===== src/rtl/exe_pkg.sv =====
// Shared definitions for the execute stage: ALU/mul-div operation encodings
// and small decode helpers used by the stage and its testbench-facing logic.
package exe_pkg;

  typedef enum logic [5:0] {
    OpAdd   = 6'd0,
    OpSub   = 6'd1,
    OpAnd   = 6'd2,
    OpOr    = 6'd3,
    OpXor   = 6'd4,
    OpNor   = 6'd5,
    OpSlt   = 6'd6,
    OpSltu  = 6'd7,
    OpSll   = 6'd8,
    OpSrl   = 6'd9,
    OpSra   = 6'd10,
    OpLui   = 6'd11,
    OpPassB = 6'd12,
    OpMult  = 6'd16,
    OpMultu = 6'd17,
    OpDiv   = 6'd18,
    OpDivu  = 6'd19,
    OpMfhi  = 6'd20,
    OpMflo  = 6'd21,
    OpMthi  = 6'd22,
    OpMtlo  = 6'd23
  } alu_op_e;

  // Ops that read or write HI/LO (and therefore must wait for the iterative unit).
  function automatic logic uses_hilo(logic [5:0] op);
    return op inside {OpMult, OpMultu, OpDiv, OpDivu, OpMfhi, OpMflo, OpMthi, OpMtlo};
  endfunction

  // Ops that launch the iterative multiply/divide unit.
  function automatic logic is_muldiv(logic [5:0] op);
    return op inside {OpMult, OpMultu, OpDiv, OpDivu};
  endfunction

endpackage


===== src/rtl/exe_muldiv_iter.sv =====
// Iterative multiply/divide unit, one result bit per cycle.
// Ports: clk, rst_n (async, active-low); start/signed_op/is_div/a/b launch an
// operation when idle; busy is high for exactly WIDTH cycles; done pulses in
// the last busy cycle, during which hi/lo carry the final result.
// Multiply is shift-add on magnitudes, divide is restoring on magnitudes; signs
// are fixed up on the final step.
module exe_muldiv_iter #(
  parameter int unsigned WIDTH = 32
) (
  input  logic             clk,
  input  logic             rst_n,
  input  logic             start,
  input  logic             signed_op,
  input  logic             is_div,
  input  logic [WIDTH-1:0] a,
  input  logic [WIDTH-1:0] b,
  output logic             busy,
  output logic             done,
  output logic [WIDTH-1:0] hi,
  output logic [WIDTH-1:0] lo
);

  localparam int unsigned CW = $clog2(WIDTH);

  logic             busy_q, div_q, neg_lo_q, neg_hi_q, div0_q;
  logic [CW-1:0]    cnt_q;
  logic [WIDTH-1:0] hi_q, lo_q, b_q;
  logic [WIDTH-1:0] hi_n, lo_n, mag_a, mag_b;
  logic [WIDTH:0]   mul_t, rem_sh, diff;
  logic [2*WIDTH-1:0] prod;

  always_comb begin
    mag_a  = (signed_op && a[WIDTH-1]) ? -a : a;
    mag_b  = (signed_op && b[WIDTH-1]) ? -b : b;
    mul_t  = lo_q[0] ? ({1'b0, hi_q} + {1'b0, b_q}) : {1'b0, hi_q};
    rem_sh = {hi_q, lo_q[WIDTH-1]};
    diff   = rem_sh - {1'b0, b_q};
    if (div_q) begin
      // hi holds the partial remainder, lo shifts dividend bits out and quotient bits in.
      if (!diff[WIDTH]) begin
        hi_n = diff[WIDTH-1:0];
        lo_n = {lo_q[WIDTH-2:0], 1'b1};
      end else begin
        hi_n = rem_sh[WIDTH-1:0];
        lo_n = {lo_q[WIDTH-2:0], 1'b0};
      end
    end else begin
      {hi_n, lo_n} = {mul_t, lo_q[WIDTH-1:1]};
    end
    prod = neg_lo_q ? -{hi_n, lo_n} : {hi_n, lo_n};
    if (div_q) begin
      // Divide by zero: remainder magnitude equals |dividend|, so the sign fix
      // restores the dividend; the quotient is forced to all ones.
      lo = div0_q ? '1 : (neg_lo_q ? -lo_n : lo_n);
      hi = neg_hi_q ? -hi_n : hi_n;
    end else begin
      hi = prod[2*WIDTH-1:WIDTH];
      lo = prod[WIDTH-1:0];
    end
  end

  assign busy = busy_q;
  assign done = busy_q && (cnt_q == CW'(WIDTH - 1));

  always_ff @(posedge clk or negedge rst_n) begin
    if (!rst_n) begin
      busy_q   <= 1'b0;
      div_q    <= 1'b0;
      neg_lo_q <= 1'b0;
      neg_hi_q <= 1'b0;
      div0_q   <= 1'b0;
      cnt_q    <= '0;
      hi_q     <= '0;
      lo_q     <= '0;
      b_q      <= '0;
    end else if (start && !busy_q) begin
      busy_q   <= 1'b1;
      div_q    <= is_div;
      neg_lo_q <= signed_op && (a[WIDTH-1] ^ b[WIDTH-1]);
      neg_hi_q <= signed_op && a[WIDTH-1];
      div0_q   <= (b == '0);
      cnt_q    <= '0;
      hi_q     <= '0;
      lo_q     <= mag_a;
      b_q      <= mag_b;
    end else if (busy_q) begin
      hi_q  <= hi_n;
      lo_q  <= lo_n;
      cnt_q <= cnt_q + CW'(1);
      if (done) busy_q <= 1'b0;
    end
  end

endmodule


===== src/rtl/exe_multicycle_stage.sv =====
// Execute stage with single-cycle ALU and a non-blocking iterative mul/div.
// Ports: clk, rst_n (async, active-low); issue slot (in_valid, operands,
// forwarding selects/data, alu_ctrl, shamt, pass-through controls); flush;
// stall_out back to issue; registered out_* results; md_busy.
// HI/LO-touching ops stall only while the iterative unit is busy; other ops
// keep flowing. The mul/div instruction itself retires next cycle with result 0.
module exe_multicycle_stage
  import exe_pkg::*;
#(
  parameter int unsigned WIDTH   = 32,
  parameter int unsigned NUM_FWD = 2,
  parameter int unsigned SEL_W   = $clog2(NUM_FWD + 1)
) (
  input  logic                     clk,
  input  logic                     rst_n,
  input  logic                     in_valid,
  output logic                     stall_out,
  input  logic                     flush,
  input  logic [WIDTH-1:0]         op_a,
  input  logic [WIDTH-1:0]         op_b,
  input  logic [SEL_W-1:0]         fwd_sel_a,
  input  logic [SEL_W-1:0]         fwd_sel_b,
  input  logic [NUM_FWD*WIDTH-1:0] fwd_data,
  input  logic [5:0]               alu_ctrl,
  input  logic [4:0]               shamt,
  input  logic [4:0]               wr_reg,
  input  logic                     reg_write,
  input  logic                     mem_read,
  input  logic                     mem_write,
  input  logic [WIDTH-1:0]         mem_wdata,
  input  logic [WIDTH-1:0]         pc,
  output logic                     out_valid,
  output logic                     out_reg_write,
  output logic                     out_mem_read,
  output logic                     out_mem_write,
  output logic [4:0]               out_wr_reg,
  output logic [WIDTH-1:0]         out_result,
  output logic [WIDTH-1:0]         out_mem_wdata,
  output logic [WIDTH-1:0]         out_pc,
  output logic [5:0]               out_alu_ctrl,
  output logic                     md_busy
);

  logic [WIDTH-1:0] eff_a, eff_b, alu_res, hi_q, lo_q, md_hi, md_lo;
  logic             accept, md_start, md_done;

  // Selects beyond NUM_FWD fall back to the register operand.
  always_comb begin
    eff_a = op_a;
    eff_b = op_b;
    for (int k = 1; k <= NUM_FWD; k++) begin
      if (fwd_sel_a == SEL_W'(k)) eff_a = fwd_data[(k-1)*WIDTH +: WIDTH];
      if (fwd_sel_b == SEL_W'(k)) eff_b = fwd_data[(k-1)*WIDTH +: WIDTH];
    end
  end

  always_comb begin
    alu_res = '0;
    case (alu_op_e'(alu_ctrl))
      OpAdd:   alu_res = eff_a + eff_b;
      OpSub:   alu_res = eff_a - eff_b;
      OpAnd:   alu_res = eff_a & eff_b;
      OpOr:    alu_res = eff_a | eff_b;
      OpXor:   alu_res = eff_a ^ eff_b;
      OpNor:   alu_res = ~(eff_a | eff_b);
      OpSlt:   alu_res = {{(WIDTH-1){1'b0}}, $signed(eff_a) < $signed(eff_b)};
      OpSltu:  alu_res = {{(WIDTH-1){1'b0}}, eff_a < eff_b};
      OpSll:   alu_res = eff_b << shamt;
      OpSrl:   alu_res = eff_b >> shamt;
      OpSra:   alu_res = $unsigned($signed(eff_b) >>> shamt);
      OpLui:   alu_res = eff_b << 16;
      OpPassB: alu_res = eff_b;
      OpMfhi:  alu_res = hi_q;
      OpMflo:  alu_res = lo_q;
      default: alu_res = '0;
    endcase
  end

  assign stall_out = in_valid && md_busy && uses_hilo(alu_ctrl);
  assign accept    = in_valid && !flush && !stall_out;
  assign md_start  = accept && is_muldiv(alu_ctrl);

  exe_muldiv_iter #(
    .WIDTH(WIDTH)
  ) u_muldiv (
    .clk      (clk),
    .rst_n    (rst_n),
    .start    (md_start),
    .signed_op(alu_ctrl == OpMult || alu_ctrl == OpDiv),
    .is_div   (alu_ctrl == OpDiv || alu_ctrl == OpDivu),
    .a        (eff_a),
    .b        (eff_b),
    .busy     (md_busy),
    .done     (md_done),
    .hi       (md_hi),
    .lo       (md_lo)
  );

  // MTHI/MTLO stall while busy, so they never collide with a completion.
  always_ff @(posedge clk or negedge rst_n) begin
    if (!rst_n) begin
      hi_q <= '0;
      lo_q <= '0;
    end else if (md_done) begin
      hi_q <= md_hi;
      lo_q <= md_lo;
    end else if (accept && alu_ctrl == OpMthi) begin
      hi_q <= eff_a;
    end else if (accept && alu_ctrl == OpMtlo) begin
      lo_q <= eff_a;
    end
  end

  always_ff @(posedge clk or negedge rst_n) begin
    if (!rst_n) begin
      out_valid     <= 1'b0;
      out_reg_write <= 1'b0;
      out_mem_read  <= 1'b0;
      out_mem_write <= 1'b0;
      out_wr_reg    <= '0;
      out_result    <= '0;
      out_mem_wdata <= '0;
      out_pc        <= '0;
      out_alu_ctrl  <= '0;
    end else if (accept) begin
      out_valid     <= 1'b1;
      out_reg_write <= reg_write;
      out_mem_read  <= mem_read;
      out_mem_write <= mem_write;
      out_wr_reg    <= wr_reg;
      out_result    <= alu_res;
      out_mem_wdata <= mem_wdata;
      out_pc        <= pc;
      out_alu_ctrl  <= alu_ctrl;
    end else begin
      out_valid     <= 1'b0;
      out_reg_write <= 1'b0;
      out_mem_read  <= 1'b0;
      out_mem_write <= 1'b0;
      out_wr_reg    <= '0;
      out_result    <= '0;
      out_mem_wdata <= '0;
      out_pc        <= '0;
      out_alu_ctrl  <= '0;
    end
  end

endmodule


===== config.mk =====
export PLATFORM = sky130hd
export DESIGN_NAME = exe_multicycle_stage
export DESIGN_NICKNAME = d
export VERILOG_FILES = /design/src/rtl/exe_pkg.sv /design/src/rtl/exe_muldiv_iter.sv /design/src/rtl/exe_multicycle_stage.sv
export SDC_FILE = /design/constraint.sdc
export NUM_CORES = 2
export LEC_CHECK = 0
export ABC_AREA = 0
export BUFFER_PORTS_ARGS = -buffer_cell sky130_fd_sc_hd__buf_2
export CAP_MARGIN = 30
export CORE_ASPECT_RATIO = 1.2
export CORE_MARGIN = 2
export CORE_UTILIZATION = 60
export CTS_CLUSTER_DIAMETER = 120
export CTS_CLUSTER_SIZE = 24
export DETAILED_ROUTE_END_ITERATION = 8
export GPL_TIMING_DRIVEN = 0
export PLACE_DENSITY = 0.81
export SKIP_CTS_REPAIR_TIMING = 1
export SYNTH_ARGS = -nofsm -noshare
export SYNTH_HDL_FRONTEND = slang
export SYNTH_SLANG_ARGS = --single-unit

===== constraint.sdc =====
create_clock -name clk -period 6.1 [get_ports clk]
set_clock_uncertainty 0.15 [all_clocks]
set_input_delay 0.61 -clock clk [delete_from_list [all_inputs] [get_ports clk]]
set_output_delay 0.61 -clock clk [all_outputs]
set_load 0.01 [all_outputs]

==> results.json, run 1 <==
{
  "ys.flop_type": "dfrtp_1",
  "ys_seq_elements": 281,
  "die_w_um": 206,
  "grt_max_degree": 121,
  "yosysUniqueCellTypes": 103,
  "synth.net_count": 4309,
  "synth_top_family_by_area": "compound AO/OA/AOI/OAI gates",
  "yosys_warnings": 0,
  "grt_overflow": 18,
  "fp-row-count": 89,
  "firstError": "[ERROR GRT-0116] Global routing finished with congestion. Check the congestion regions in the DRC Viewer.",
  "synth_compound_area_share_pct": 31.0,
  "hpwlAfterDp_um": 126000,
  "portBuffers": 325,
  "synth_xor_area_share_pct": 4.87,
  "synth_adder_area_share_pct": 7.31,
  "place.gp.congestion": 1.21,
  "die_h_um": 247,
  "synthesis.area_sq_mm": 0.0295,
  "grt_pass1_vias": 37100,
  "status": "did not finish",
  "cts.sinks": 281,
  "numPlacedInstances": 4927,
  "haltStage": "global routing (5_1_grt)",
  "synthMuxAreaShare_pct": 6.62,
  "synth-seq-area-share_pct": 23.8,
  "async_flop_share_pct": 100,
  "avgSynthCellArea_sq_um": 7.53,
  "cts-buffers-inserted": 16,
  "grt_pass1_wl_um": 248000,
  "io_pins": 332,
  "syn_inst": 3920,
  "root_buffer": "clkbuf_16",
  "synth_edf_count": 0,
  "cts_max_path_buffers": 3,
  "start_util_pct": 60.4,
  "grt.total_usage_pct": 66.8,
  "synthSimpleGateAreaFrac_pct": 20.4,
  "ctsHtreeMaxLevel": 1
}
-- stage by stage --
step                      setup slack [ns]  cell area, sq um
after CTS                            -1.03             32900
after detailed placement            -0.996             32400
after global placement               -1.68             31900
after floorplan                      0.868             29500
-- per-layer routing --
layer / GRT overflow / global-route usage [%]
met3: 0 / 43.1
met5: 0 / 7.14
met2: 11 / 87.8
met4: 7 / 63.8
met1: 0 / 70.2
-- logic make-up after synthesis --
group	Yosys count
AO/OA/AOI/OAI	1382
AND/OR/NAND/NOR	1283
buffers and inverters	457
multiplexers	183
XOR/XNOR	164
flip-flops	281
adder cells (fa/ha/maj)	170
-- cells in the mapped netlist (all sizes together) (12+ instances only) --
cell    number  area, sq um
nand2      489         1840
a21oi      330         1660
o21ai      330         1660
nor2       309         1160
dfrtp      281         7030
clkbuf     218          818
inv        171          642
ha         166         2080
mux2i      148         1480
xnor2      122         1070
and2        93          582
a211oi      92          691
nand3       81          405
o211ai      78          599
nor3        74          380
a31oi       62          394
buf         61          279
a21o        46          345
o22ai       46          288
o221ai      43          377
xor2        42          368
nor2b       39          244
o31ai       38          285
a221oi      30          269
a32oi       30          263
nor4        30          203
o21a        30          233
mux2        28          315
nand2b      27          169
nand4       25          163
or3         25          156
a221o       20          201
o21bai      19          143
or3b        19          166
and3        17          106
a211o       16          140
a222oi      16          160
o22a        16          140
a22oi       15          113
o311ai      15          156
or2         14         87.6
a311oi      12          123
nor4b       12          120
==> run 2: changes to the inputs <==
--- a/config.mk
+++ b/config.mk
@@ -8,14 +8,11 @@
 export ABC_AREA = 0
 export BUFFER_PORTS_ARGS = -buffer_cell sky130_fd_sc_hd__buf_2
 export CAP_MARGIN = 30
-export CORE_ASPECT_RATIO = 1.2
 export CORE_MARGIN = 2
-export CORE_UTILIZATION = 60
-export CTS_CLUSTER_DIAMETER = 120
-export CTS_CLUSTER_SIZE = 24
+export CORE_UTILIZATION = 40
 export DETAILED_ROUTE_END_ITERATION = 8
 export GPL_TIMING_DRIVEN = 0
-export PLACE_DENSITY = 0.81
+export PLACE_DENSITY_LB_ADDON = 0.15
 export SKIP_CTS_REPAIR_TIMING = 1
 export SYNTH_ARGS = -nofsm -noshare
 export SYNTH_HDL_FRONTEND = slang
==> run 2 against run 1 <==
  * The flow now finishes without violations
  * Area after synthesis stayed put
  * Synthesized cell count unchanged
==> results.json, run 2 <==
{
  "async_flop_share_pct": 100,
  "end_kind": "flip-flop",
  "cap_violations": 0,
  "critPathKind": "in2reg",
  "finalPower_w": 0.0152,
  "start_util_pct": 40.4,
  "path_cells": "buf_2, clkbuf_1, clkbuf_1, or3b_2, o221ai_2, clkbuf_2, inv_1, ha_1, o21bai_1, a21oi_1, o21ai_0, a21boi_0, nor4_1, nor4_1, o31ai_1, a221oi_2, nor2_1, a41oi_1, a21oi_1",
  "powerDensity_mw_per_mm2": 442,
  "cellInternalPower_w": 0.00682,
  "slew_violations": 0,
  "drc": 0,
  "status": "finished clean",
  "cp.required_ns": 6.38,
  "grt_overflow": 0,
  "cts.sinks": 281,
  "die_h_um": 276,
  "whs_ns": 0.0776,
  "slowest_stage": "or3b_2",
  "place.gp.congestion": 1.08,
  "clkLatencyLatePin_ns": 0.60,
  "swShare_pct": 55.0,
  "routed_wl_um": 165000,
  "path_delay_family": "compound AO/OA/AOI/OAI gates",
  "yosys.area.top_type": "dfrtp_1",
  "worst-path-stages": 19,
  "timing.critical_path.buf_inv": 5,
  "multiInputGateArea_sq_mm": 0.0210,
  "r2r-end": "hi_q[8]",
  "yosysMostFrequentCell": "nand2_1",
  "grt.total_usage_pct": 42.1,
  "ys.flop_type": "dfrtp_1",
  "hp-class": "in2reg",
  "nFillCells": 7595,
  "synthesis.area_sq_mm": 0.0295,
  "synth.net_count": 4309,
  "yosysUniqueCellTypes": 103,
  "max_freq_ghz": 0.167,
  "synth.area.top_cells": "dfrtp_1 (24%), ha_1 (7.0%), nand2_1 (6.2%)",
  "netSwitchingPower_w": 0.00834,
  "ff2ff_path_depth": 10,
  "nets": 4724,
  "synth_top_area_share_pct": 23.8,
  "ir_drop_v": 0.000304,
  "setup_viol": 0,
  "holdCritStartpoint": "wr_reg[3]",
  "final_cells": 5322,
  "ys_seq_elements": 281,
  "critPathArrivalTime_ns": 6.26,
  "first_iter_violations": 4761,
  "grt_pass1_vias": 32800,
  "reg2reg_slack_ns": 0.19,
  "fp-row-count": 99,
  "syn_inst": 3920,
  "die_w_um": 276,
  "cp_max_fo": 11,
  "critPathMaxStageDelay_ns": 0.50,
  "relSlewSlack_pct": 18.5,
  "wl_per_cell_um": 30.9,
  "dr.pass1.iters": 8,
  "grt_max_degree": 117,
  "path_clk_slew_ns": 0.06,
  "final_cell_mix": "nand2_1 (487), buf_2 (338), a21oi_1 (322)",
  "portBuffers": 325,
  "root_buffer": "clkbuf_16",
  "drive_above_1_share_pct": 13.5,
  "io_pins": 332,
  "seq_area_sq_mm": 0.00703,
  "viasPerCell": 6.54,
  "ctsHtreeMaxLevel": 2,
  "grt_pass1_wl_um": 233000,
  "synth_edf_count": 0,
  "pwr-share-comb_pct": 65.7,
  "numPlacedInstances": 5247,
  "coreArea_sq_mm": 0.0730,
  "cts-buffers-inserted": 35,
  "hold_viol": 0,
  "syn2layout_area_growth_pct": 16.2,
  "placed_area_sq_mm": 0.0328,
  "crit_path_start_kind": "primary input",
  "ant_nets": 0,
  "p_seq_share_pct": 20.3,
  "synth-seq-area-share_pct": 23.8,
  "setup_tns_ns": 0,
  "vias": 34800,
  "clockPowerShare_pct": 14.0,
  "power_leakage_nw": 14.8,
  "layout_min_cycle_time_ns": 5.98,
  "final_area_sq_mm": 0.0343,
  "cts_max_path_buffers": 3,
  "worstHoldPathCells": 2,
  "hpwlAfterDp_um": 133000,
  "timing.rr.start": "u_muldiv.div_q",
  "avgSynthCellArea_sq_um": 7.53,
  "mostFrequentLayoutCell": "nand2_1",
  "whs_endpoint": "out_wr_reg[3]",
  "fin_crit_sh_pct": 98.1,
  "worst_pin_slew_ns": 1.21,
  "netlist_top_cells_count": "nand2_1 (488), a21oi_1 (329), o21ai_0 (315), nor2_1 (309), dfrtp_1 (281)",
  "grt_antenna_before_repair": 8,
  "cts_tree": "done",
  "yosys_warnings": 0,
  "die_area_sq_mm": 0.0760
}
-- run 2: cell counts after synthesis --
No cell type changed its count.
-- run 2: cells by family after synthesis --
group,synth area share (%)
simple gates,20.4
buf+inv,5.98
fa+ha+maj,7.31
flops,23.8
xor+xnor,4.87
compound gates,31.0
mux,6.62
-- run 2: worst max-delay path by stage --
stage,start,endpoint
after floorplan,u_muldiv.b_q[0],hi_q[28]
after CTS,u_muldiv.b_q[0],hi_q[28]
after global routing,u_muldiv.b_q[0],hi_q[28]
after global placement,rst_n,out_mem_wdata[10]
after detailed placement,u_muldiv.b_q[0],hi_q[28]
final,fwd_sel_b[1],out_result[30]
-- run 2: power by group through the flow --
stage | sequential (W) | clock (W) | combinational, W
floorplan | 0.00273 | 0 | 0.00620
global placement | 0.00307 | 0 | 0.00933
detailed placement | 0.00307 | 0 | 0.00939
CTS | 0.00304 | 0.00215 | 0.00945
global route | 0.00310 | 0.00221 | 0.0106
finish | 0.00308 | 0.00212 | 0.00996
-- run 2: worst register-to-register path: cells and delay by family (launching register included) --
kind	cells	cell delay [ns]
mux	1	0.17
compound gates	1	0.31
flops	1	0.32
buf+inv	7	4.05
xor+xnor	1	0.74
-- run 2: final cells by class --
| cell class | count | share of cell area [%] |
|---|---|---|
| antenna | 3 | 0.0219 |
| buffer | 278 | 3.26 |
| clock buffer | 54 | 3.03 |
| clock inverter | 8 | 0.332 |
| inverter | 178 | 1.96 |
| multi-input combinational | 3182 | 61.1 |
| sequential | 281 | 20.5 |
| tap | 959 | 3.50 |
| timing repair buffer | 379 | 6.25 |
-- run 2: metrics by stage --
stage | util (%) | setup WS [ns]
floorplan | - | 0.868
global placement | 44.3 | -1.38
detailed placement | 45.0 | -0.936
CTS | 46.6 | -0.964
global route | 47.0 | -0.0522
finish | 47.0 | 0.117
-- run 2: routing by layer --
metal | track usage, % | vias to the layer above | routed length, um
met5 | 0 | - | 73
met4 | 23.6 | 10 | 10700
met3 | 10.1 | 493 | 18500
met2 | 62.6 | 2300 | 69300
met1 | 55.8 | 16800 | 66000
li1 | - | 15300 | -
(Power assumes the default switching activity.)
